--- src/rtl/antares_muldiv_ctrl.sv ---
// HILO sequencer for the EX stage: issues multiply/divide operations, latches the pending
// result kind, commits results to HILO and raises the EX stall and watchdog abort.
module antares_muldiv_ctrl #(
  parameter int ENABLE_HW_MULT = 1,
  parameter int ENABLE_HW_DIV  = 1,
  parameter int WATCHDOG       = 64   // legal range 8..255
) (
  input  logic       clk,
  input  logic       rst,
  input  logic [4:0] ex_alu_operation,
  input  logic       ex_b_is_zero,
  input  logic       ex_stall,
  input  logic       ex_flush,
  input  logic       mult_ready,
  input  logic       div_stall,
  output logic       mult_enable_op,
  output logic       mult_signed_op,
  output logic       op_divs,
  output logic       op_divu,
  output logic       hilo_we,
  output logic [2:0] hilo_src,
  output logic       ex_request_stall,
  output logic       muldiv_busy,
  output logic       muldiv_timeout
);

  localparam logic [4:0] OP_DIV   = 5'd5,  OP_DIVU  = 5'd6,  OP_MFHI  = 5'd7,
                         OP_MFLO  = 5'd8,  OP_MTHI  = 5'd9,  OP_MTLO  = 5'd10,
                         OP_MULS  = 5'd12, OP_MULU  = 5'd13, OP_MADD  = 5'd14,
                         OP_MADDU = 5'd15, OP_MSUB  = 5'd16, OP_MSUBU = 5'd17;

  localparam logic [1:0] ST_IDLE = 2'd0, ST_MUL_WAIT = 2'd1, ST_DIV_WAIT = 2'd2;

  localparam logic [2:0] SRC_HOLD = 3'd0, SRC_DIV  = 3'd1, SRC_MULT = 3'd2,
                         SRC_MADD = 3'd3, SRC_MSUB = 3'd4, SRC_MTHI = 3'd5,
                         SRC_MTLO = 3'd6;

  localparam logic [7:0] WD_LAST = 8'(WATCHDOG - 1);
  localparam bit         HW_MULT = (ENABLE_HW_MULT != 0);
  localparam bit         HW_DIV  = (ENABLE_HW_DIV != 0);

  logic [1:0] state_q, state_d;
  logic [2:0] pend_kind_q, pend_kind_d;
  logic [7:0] wd_cnt_q, wd_cnt_d;

  logic       enable_ex;
  logic       is_mult_op, is_div_op, hilo_access;
  logic [2:0] mult_kind;

  assign enable_ex = ~(ex_stall | ex_flush);

  always_comb begin
    mult_kind = SRC_HOLD;
    unique case (ex_alu_operation)
      OP_MULS,  OP_MULU:  mult_kind = SRC_MULT;
      OP_MADD,  OP_MADDU: mult_kind = SRC_MADD;
      OP_MSUB,  OP_MSUBU: mult_kind = SRC_MSUB;
      default:            mult_kind = SRC_HOLD;
    endcase
  end

  // Disabled units turn their opcodes into plain no-ops, so they never count as HILO access.
  assign is_mult_op  = HW_MULT && (mult_kind != SRC_HOLD);
  assign is_div_op   = HW_DIV && (ex_alu_operation == OP_DIV || ex_alu_operation == OP_DIVU);
  assign hilo_access = is_mult_op || is_div_op ||
                       ex_alu_operation == OP_MTHI || ex_alu_operation == OP_MTLO ||
                       ex_alu_operation == OP_MFHI || ex_alu_operation == OP_MFLO;

  always_comb begin
    // NOTE: every output and next-state is given a default first so no path infers a latch.
    state_d        = state_q;
    pend_kind_d    = pend_kind_q;
    wd_cnt_d       = wd_cnt_q;
    mult_enable_op = 1'b0;
    mult_signed_op = 1'b0;
    op_divs        = 1'b0;
    op_divu        = 1'b0;
    hilo_we        = 1'b0;
    hilo_src       = SRC_HOLD;
    muldiv_timeout = 1'b0;

    unique case (state_q)
      ST_IDLE: begin
        if (enable_ex) begin
          if (is_mult_op) begin
            mult_enable_op = 1'b1;
            mult_signed_op = (ex_alu_operation == OP_MULS) || (ex_alu_operation == OP_MADD) ||
                             (ex_alu_operation == OP_MSUB);
            pend_kind_d    = mult_kind;
            wd_cnt_d       = '0;
            state_d        = ST_MUL_WAIT;
          end else if (is_div_op && !ex_b_is_zero) begin
            op_divs     = (ex_alu_operation == OP_DIV);
            op_divu     = (ex_alu_operation == OP_DIVU);
            pend_kind_d = SRC_DIV;
            wd_cnt_d    = '0;
            state_d     = ST_DIV_WAIT;
          end else if (ex_alu_operation == OP_MTHI) begin
            hilo_we  = 1'b1;
            hilo_src = SRC_MTHI;
          end else if (ex_alu_operation == OP_MTLO) begin
            hilo_we  = 1'b1;
            hilo_src = SRC_MTLO;
          end
        end
      end

      ST_MUL_WAIT, ST_DIV_WAIT: begin
        // Completion beats the watchdog when both land in the same cycle.
        if ((state_q == ST_MUL_WAIT) ? mult_ready : !div_stall) begin
          hilo_we  = 1'b1;
          hilo_src = (state_q == ST_MUL_WAIT) ? pend_kind_q : SRC_DIV;
          wd_cnt_d = '0;
          state_d  = ST_IDLE;
        end else if (wd_cnt_q == WD_LAST) begin
          muldiv_timeout = 1'b1;
          wd_cnt_d       = '0;
          state_d        = ST_IDLE;
        end else begin
          wd_cnt_d = wd_cnt_q + 8'd1;
        end
      end

      default: state_d = ST_IDLE;
    endcase

    // The strobes decode live inputs, so they are forced quiet while reset is held.
    if (rst) begin
      mult_enable_op = 1'b0;
      mult_signed_op = 1'b0;
      op_divs        = 1'b0;
      op_divu        = 1'b0;
      hilo_we        = 1'b0;
      hilo_src       = SRC_HOLD;
      muldiv_timeout = 1'b0;
    end
  end

  assign muldiv_busy      = (state_q != ST_IDLE);
  assign ex_request_stall = muldiv_busy && hilo_access;

  // NOTE: registered state uses non-blocking assignments so every flop samples pre-edge values.
  always_ff @(posedge clk or posedge rst) begin
    if (rst) begin
      state_q     <= ST_IDLE;
      pend_kind_q <= SRC_HOLD;
      wd_cnt_q    <= '0;
    end else begin
      state_q     <= state_d;
      pend_kind_q <= pend_kind_d;
      wd_cnt_q    <= wd_cnt_d;
    end
  end

endmodule
--- config.mk ---
export PLATFORM = sky130hd
export DESIGN_NAME = antares_muldiv_ctrl
export DESIGN_NICKNAME = d
export VERILOG_FILES = /design/src/rtl/antares_muldiv_ctrl.sv
export SDC_FILE = /design/constraint.sdc
export NUM_CORES = 1
export LEC_CHECK = 0
export CAP_MARGIN = 20
export CORE_ASPECT_RATIO = 0.8
export CORE_MARGIN = 8
export CORE_UTILIZATION = 50
export CTS_BUF_LIST = sky130_fd_sc_hd__clkbuf_16
export CTS_CLUSTER_DIAMETER = 200
export DETAILED_ROUTE_END_ITERATION = 6
export GPL_ROUTABILITY_DRIVEN = 1
export PLACE_DENSITY = 0.86
export SLEW_MARGIN = 20
export SYNTH_ARGS = -nofsm -noshare
export SYNTH_HDL_FRONTEND = slang
export SYNTH_SLANG_ARGS = --single-unit
--- constraint.sdc ---
create_clock -name clk -period 2.6 [get_ports clk]
set_clock_uncertainty 0.1 [all_clocks]
set_input_delay 0.52 -clock clk [delete_from_list [all_inputs] [get_ports clk]]
set_output_delay 0.52 -clock clk [all_outputs]
set_load 0.03 [all_outputs]
==> results of run 1 <==
-- per-layer routing --
metal	vias to the layer above	share of wire, %	global-route usage [%]
met4	0	3.2	8.929
li1	550	-	-
met2	58	48	27.38
met1	552	40	20.82
met3	11	8.7	5.859
met5	-	0	0
-- power by group through the flow --
stage	combinational [mW]	clock (mW)	sequential, mW
6_report	0.473	0.298	0.256
5_1_grt	0.508	0.305	0.260
4_1_cts	0.458	0.300	0.256
3_5_place_dp	0.439	0	0.258
3_3_place_gp	0.424	0	0.256
2_1_floorplan	0.321	0	0.252
-- worst max-delay path by stage --
| stage | startpoint | endpoint |
|---|---|---|
| after floorplan | ex_alu_operation[3] | mult_signed_op |
| after global placement | ex_alu_operation[4] | mult_signed_op |
| after detailed placement | ex_alu_operation[3] | mult_signed_op |
| after CTS | rst | hilo_src[0] |
| after global routing | rst | hilo_src[2] |
| final | rst | hilo_src[0] |
-- synthesized netlist by cell type (all sizes together) (3+ instances only) --
| library cell | n | area, um^2 |
|---|---|---|
| nand2b | 5 | 38.78 |
| buf | 5 | 52.55 |
| o31ai | 3 | 22.52 |
| nand3 | 6 | 30.03 |
| inv | 8 | 30.03 |
| dfrtp | 13 | 325.3 |
| nor3 | 6 | 30.03 |
| o21ai | 12 | 60.06 |
| nor4 | 4 | 37.53 |
| and3 | 3 | 18.77 |
| nand2 | 11 | 41.29 |
| ha | 4 | 50.05 |
| mux2 | 3 | 33.78 |
| a21oi | 5 | 28.78 |
| nor2 | 14 | 60.06 |
-- logic make-up (layout without fill, tap and decap cells) --
kind of cell / after synthesis / in the layout
compound gates: 32 / 32
xor+xnor: 1 / 1
fa+ha+maj: 4 / 4
buf+inv: 13 / 58
flops: 13 / 13
mux: 3 / 3
simple gates: 58 / 58
-- area by class of cell --
| cell class | instances | area (um^2) | area share [%] |
|---|---|---|---|
| Sequential cell | 13 | 325.3 | 21.00 |
| Multi-Input combinational cell | 98 | 698.2 | 45.07 |
| Clock buffer | 3 | 75.07 | 4.847 |
| Inverter | 8 | 30.03 | 1.939 |
| Clock inverter | 1 | 5.005 | 0.3231 |
| Tap cell | 25 | 31.28 | 2.019 |
| Timing Repair Buffer | 46 | 384.1 | 24.80 |
-- critical path: stages --
cell and delay, ns:
clkdlybuf4s50_1 0.48, inv_2 0.10, nand3_2 0.11, nor4_4 0.21
buf_4 0.18, a32o_1 0.18, buf_6 0.13
-- sequential cells by signal, summed over array words and instances, names as in the netlist --
register / count
wd_cnt_q: 8
pend_kind_q: 3
state_q: 2
-- cell usage in the layout (no fill, tap or decap), types with 2 or more instances in the layout --
cell type,netlist,routed
clkdlybuf4s50_1,0,7
ha_1,4,3
nor4_2,2,3
nor2_2,0,2
a32o_1,2,2
buf_6,4,2
clkbuf_16,0,3
nor3_1,6,6
nand2b_1,4,4
nand3_2,0,2
mux2_2,3,3
o21ai_0,12,12
dlygate4sd2_1,0,3
nand2_1,11,10
dlymetal6s2s_1,0,2
inv_2,0,2
and3_1,3,3
buf_4,1,32
dfrtp_1,13,13
nand3_1,6,4
o31ai_1,3,3
a21oi_1,4,4
inv_1,8,6
nand4_1,2,2
nor2_1,13,11
-- what timing repair did --
action,4_1_cts,5_1_grt
setup buffers,3,0
gates resized for setup,12,7
pin swaps,4,2
setup endpoints to repair,7,10
==> out/qor.yml, run 1 <==
r2r_cells: 7
hold_ws_ns: 0.3989
fmax_mhz: 393.7
insertion_delay_ns: 0.25
hp-start: "pend_kind_q[0]"
worstReg2RegEnd: "wd_cnt_q[7]"
syn_inst: 124
fin_ws_ns: 0.05980
gp_congestion: 0.8682
max-slew-margin-rel_pct: 60.08
grt.overflow.total: 0
synthSimpleGateAreaFrac_pct: 31.40
tightest_slew_ns: 0.5938
io_buffers: 22
start_util_pct: 50.69
vias: 1171
synth_top_flop_cell: "dfrtp_1"
path_clk_slew_ns: 0.05
switchingPower_uw: 380.9
rr_startpoint: "state_q[0]"
drc: 0
cts_root_buf: "clkbuf_16"
ioPinCount: 23
final_net_count: 186
status: "complete, no violations"
first_global_vias: 1151
maxCapViolations: 0
drive_gt1_share_pct: 36.09
muxShareOfSynthArea_pct: 3.199
cts_buffer_depth: 2
seqPwrFrac_pct: 24.9
clock_sinks: 13
syn-num-nets: 140
synth_cell_types: 40
crit_path_end_kind: "output pin"
yosysSeqAreaShare_pct: 30.81
path_class: "input port to output pin"
pwr-share-comb_pct: 46.1
worst_setup_path_start_kind: "input port"
yosys_warnings: 0
dieWidth_um: 67.38
ctsHoldBuffers: 0
arrival_ns: 1.92
timing.final.crit_share_pct: 97.70
die_area_um2: 3848
grt_max_degree: 15
synth_top_family_by_area: "simple AND/OR/NAND/NOR gates"
syn-cell-area_um2: 1056
nFillCells: 138
powerDensity_nw_per_um2: 662.3
placedCellCount: 187
rsz0062_at_grt: "no"
grtUsageTotal_pct: 17.57
syn2layout_area_growth_pct: 46.68
place_area_um2: 1394
routed_via_density: 6.036
h-tree-depth: 1
stdcell_area_um2: 1549
n_antenna_cell: 0
synth-edff-count: 0
finalCriticalPeriod_ns: 2.540
hold_viol_final: 0
cts_tree: "yes"
slew_viol_final: 0
final.setup.tns_ns: 0
wl_per_cell_um: 17.45
switching_share_pct: 37.12
holdPathEnd: "pend_kind_q[0]"
synth_area_per_cell_um2: 8.516
synth_compound_area_share_pct: 21.21
hold_path.class: "flop to flop"
p_total_mw: 1.026
clockPowerShare_pct: 29.0
whs_path_depth: 1
place.detailed.hpwl_mm: 2.410
pre_cts_ws_ns: -0.1504
required_ns: 1.98
cp_max_fo: 3
synthAdderAreaFrac_pct: 4.739
cts_buffers: 3
die_h_um: 57.11
leakage_nw: 0.7200
dr.pass1.iters: 4
synth_seq_cells: 13
coreArea_um2: 2083
setup_viol: 0
synthXorXnorAreaFrac_pct: 0.8294
final_cells: 194
reg2reg_slack_ns: 0.43
std_cell_rows: 15
vdd_drop_max_v: 0.0004865
async_reset_ff_share_pct: 100.0
ant_nets: 0
grt_first_pass_wirelength_mm: 5.244
drt_iter0_markers: 84
antenna_found_initial: 0
internal_power_uw: 645.1
final_util_pct: 74.35
wl_mm: 3.386
(Power assumes the default switching activity.)
==> run 2: changes to the inputs <==
--- a/config.mk
+++ b/config.mk
@@ -8,12 +8,12 @@
 export CAP_MARGIN = 20
 export CORE_ASPECT_RATIO = 0.8
 export CORE_MARGIN = 8
-export CORE_UTILIZATION = 50
+export CORE_UTILIZATION = 45
 export CTS_BUF_LIST = sky130_fd_sc_hd__clkbuf_16
 export CTS_CLUSTER_DIAMETER = 200
 export DETAILED_ROUTE_END_ITERATION = 6
 export GPL_ROUTABILITY_DRIVEN = 1
-export PLACE_DENSITY = 0.86
+export PLACE_DENSITY = 0.82
 export SLEW_MARGIN = 20
 export SYNTH_ARGS = -nofsm -noshare
 export SYNTH_HDL_FRONTEND = slang
==> constraint.sdc (replaced) <==
create_clock -name clk -period 2.2 [get_ports clk]
set_clock_uncertainty 0.1 [all_clocks]
set_input_delay 0.44 -clock clk [delete_from_list [all_inputs] [get_ports clk]]
set_output_delay 0.44 -clock clk [all_outputs]
set_load 0.03 [all_outputs]
==> run 2 against run 1 <==
  * Global-route usage grew 1.5 points
  * Via count rose by 13%
  * Routed wire length increased by 29%
  * Critical endpoint unchanged
  * Hold slack worse by 0.043 ns
  * Sequential share of layout area shrank 2.7 points
  * Utilization rose by 7.0 points
  * Clock power increased by 14%
  * First-iteration DRC count increased by 19%
  * The flow now finishes with violations (negative setup slack)
  * Sequential power rose by 21%
==> out/qor.yml, run 2 (synthesis results as in run 1) <==
drive_gt1_share_pct: 52.69  # was 36.09%
die_h_um: 59.33  # was 57.11 um
clock_sinks: 13  # unchanged
n_antenna_cell: 0  # unchanged
status: "finished with violations"  # was complete, no violations
largest_reg_flops: 8  # unchanged
slew_viol_final: 0  # unchanged
final_net_count: 203  # was 186
rr_startpoint: "state_q[0]"  # unchanged
crit_chain: "inv_2 -> ha_4 -> nand3_4 -> nor4_4 -> buf_4 -> a32o_2 -> buf_6"  # was clkdlybuf4s50_1 -> inv_2 -> nand3_2 -> nor4_4 -> buf_4 -> a32o_1 -> buf_6
powerDensity_nw_per_um2: 781.8  # was 662.3 nW/um^2
nFillCells: 123  # was 138
cts_tree: "yes"  # unchanged
insertion_delay_ns: 0.24  # was 0.25 ns
fin_ws_ns: -0.08908  # was 0.05980 ns
hold_ws_ns: 0.3562  # was 0.3989 ns
cts_root_buf: "clkbuf_16"  # unchanged
r2r_cells: 7  # unchanged
drc: 0  # unchanged
hold_viol_final: 0  # unchanged
crit_path_end_kind: "output pin"  # unchanged
coreArea_um2: 2196  # was 2083 um^2
maxCapViolations: 0  # unchanged
routed_via_density: 6.246  # was 6.036
grt_max_degree: 15  # unchanged
vias: 1318  # was 1171
rsz0062_at_grt: "yes"  # was no
grt_first_pass_wirelength_mm: 6.327  # was 5.244 mm
regMostFlops: "wd_cnt_q"  # unchanged
antenna_found_initial: 0  # unchanged
wl_mm: 4.355  # was 3.386 mm
io_buffers: 22  # unchanged
reg.largest.list: "wd_cnt_q: 8 flops, pend_kind_q: 3 flops, state_q: 2 flops"  # unchanged
ant_nets: 0  # unchanged
worst_setup_path_start_kind: "flop"  # was input port
layout_commonest_cell: "buf_4"  # unchanged
p_total_mw: 1.396  # was 1.026 mW
cts_buffers: 3  # unchanged
path_class: "flop to output pin"  # was input port to output pin
tightest_slew_ns: 0.3461  # was 0.5938 ns
final_cells: 211  # was 194
dr.pass1.iters: 4  # unchanged
cpPeakStageDelay_ns: 0.40  # was 0.48 ns
timing.final.crit_share_pct: 104.0
place_area_um2: 1479  # was 1394 um^2
grtUsageTotal_pct: 19.12  # was 17.57%
gp_congestion: 0.8701  # was 0.8682
place.detailed.hpwl_mm: 2.472  # was 2.410 mm
wl_per_cell_um: 20.64  # was 17.45 um
ctsHoldBuffers: 0  # unchanged
final.setup.tns_ns: -0.2867  # was 0 ns
setup_viol: 5  # was 0
required_ns: 1.66  # was 1.98 ns
crit_slowest_cell: "dfrtp_1"  # was clkdlybuf4s50_1
std_cell_rows: 15  # unchanged
dieWidth_um: 70.16  # was 67.38 um
max-slew-margin-rel_pct: 76.63  # was 60.08%
grt.overflow.total: 0  # unchanged
ioPinCount: 23  # unchanged
h-tree-depth: 1  # unchanged
drt_iter0_markers: 100  # was 84
cts_buffer_depth: 2  # unchanged
cp_max_fo: 4  # was 3
syn2layout_area_growth_pct: 69.08  # was 46.68%
hold_path.class: "input port to asynchronous set/reset pin"  # was flop to flop
die_area_um2: 4163  # was 3848 um^2
crit_start: "state_q[1]"  # was rst
path_clk_slew_ns: 0.05  # about the same
leakage_nw: 0.8418  # was 0.7200 nW
worstReg2RegEnd: "wd_cnt_q[7]"  # unchanged
start_util_pct: 48.09  # was 50.69%
first_global_vias: 1270  # was 1151
stdcell_area_um2: 1785  # was 1549 um^2
mostFrequentLayoutCells: "buf_4 (41), dfrtp_1 (12), o21ai_0 (11)"  # was buf_4 (32), dfrtp_1 (13), o21ai_0 (12)
finalCriticalPeriod_ns: 2.289
reg2reg_slack_ns: 0.10  # was 0.43 ns
fmax_mhz: 436.9
violations: "negative setup slack"
placedCellCount: 197  # was 187
vdd_drop_max_v: 0.0009111  # was 0.0004865 V
arrival_ns: 1.75  # was 1.92 ns
[run 2: changes by cell type in the layout (fill, tap and decap cells not counted), moves of 3 or more]
cell,change
ha_1,-3
clkdlybuf4s50_1,-5
buf_6,+8
clkbuf_2,+3
buf_4,+9
nand2_1,-3
[run 2: power by group]
group	total, mW	internal, mW	leakage (nW)	switching (mW)
combinational	0.745	0.360	0.625	0.385
clock	0.340	0.240	0.0423	0.0999
sequential	0.311	0.275	0.175	0.0367
total	1.40	0.875	0.842	0.521
[run 2: timing repair]
item | 4_1_cts | 5_1_grt
resized for setup | 35 | 32
setup endpoints to repair | 20 | 19
buffers inserted | 10 | 3
pin swaps | 10 | 8
[run 2: metrics by stage]
stage                     utilization [%]  setup WS [ns]
final                               81.31       -0.08908
after global routing                81.31        -0.1676
after CTS                           78.40        -0.1004
after detailed placement            67.35        -0.3763
after global placement              67.35        -0.3141
after floorplan                         -        -0.1188
[run 2: area by class of cell]
type	count	area, um^2	share of cell area [%]
Clock inverter	1	3.754	0.2102
Inverter	8	33.78	1.892
Clock buffer	3	75.07	4.205
Sequential cell	13	326.6	18.29
Multi-Input combinational cell	98	800.8	44.85
Tap cell	25	31.28	1.752
Timing Repair Buffer	63	514.2	28.80
[run 2: critical path: cells and delay by family (launching register included)]
kind            cells  cell delay, ns
fa+ha+maj           1            0.19
compound gates      1            0.18
flops               1            0.40
simple gates        2            0.33
buf+inv             3            0.41
[run 2: how the worst max path moves through the flow]
stage | end | slack, ns | cells after the start
floorplan | muldiv_timeout | -0.12 | 5
global placement | hilo_src[0] | -0.31 | 7
detailed placement | wd_cnt_q[4] | -0.38 | 7
CTS | hilo_src[0] | -0.10 | 7
global route | muldiv_timeout | -0.17 | 6
finish | hilo_src[0] | -0.09 | 7
[run 2: layer usage]
metal | GRT usage, % | part of all wire, %
met1 | 21.36 | 41
met2 | 33.68 | 48
met3 | 6.868 | 7.9
met4 | 5.429 | 3.4
met5 | 0 | 0
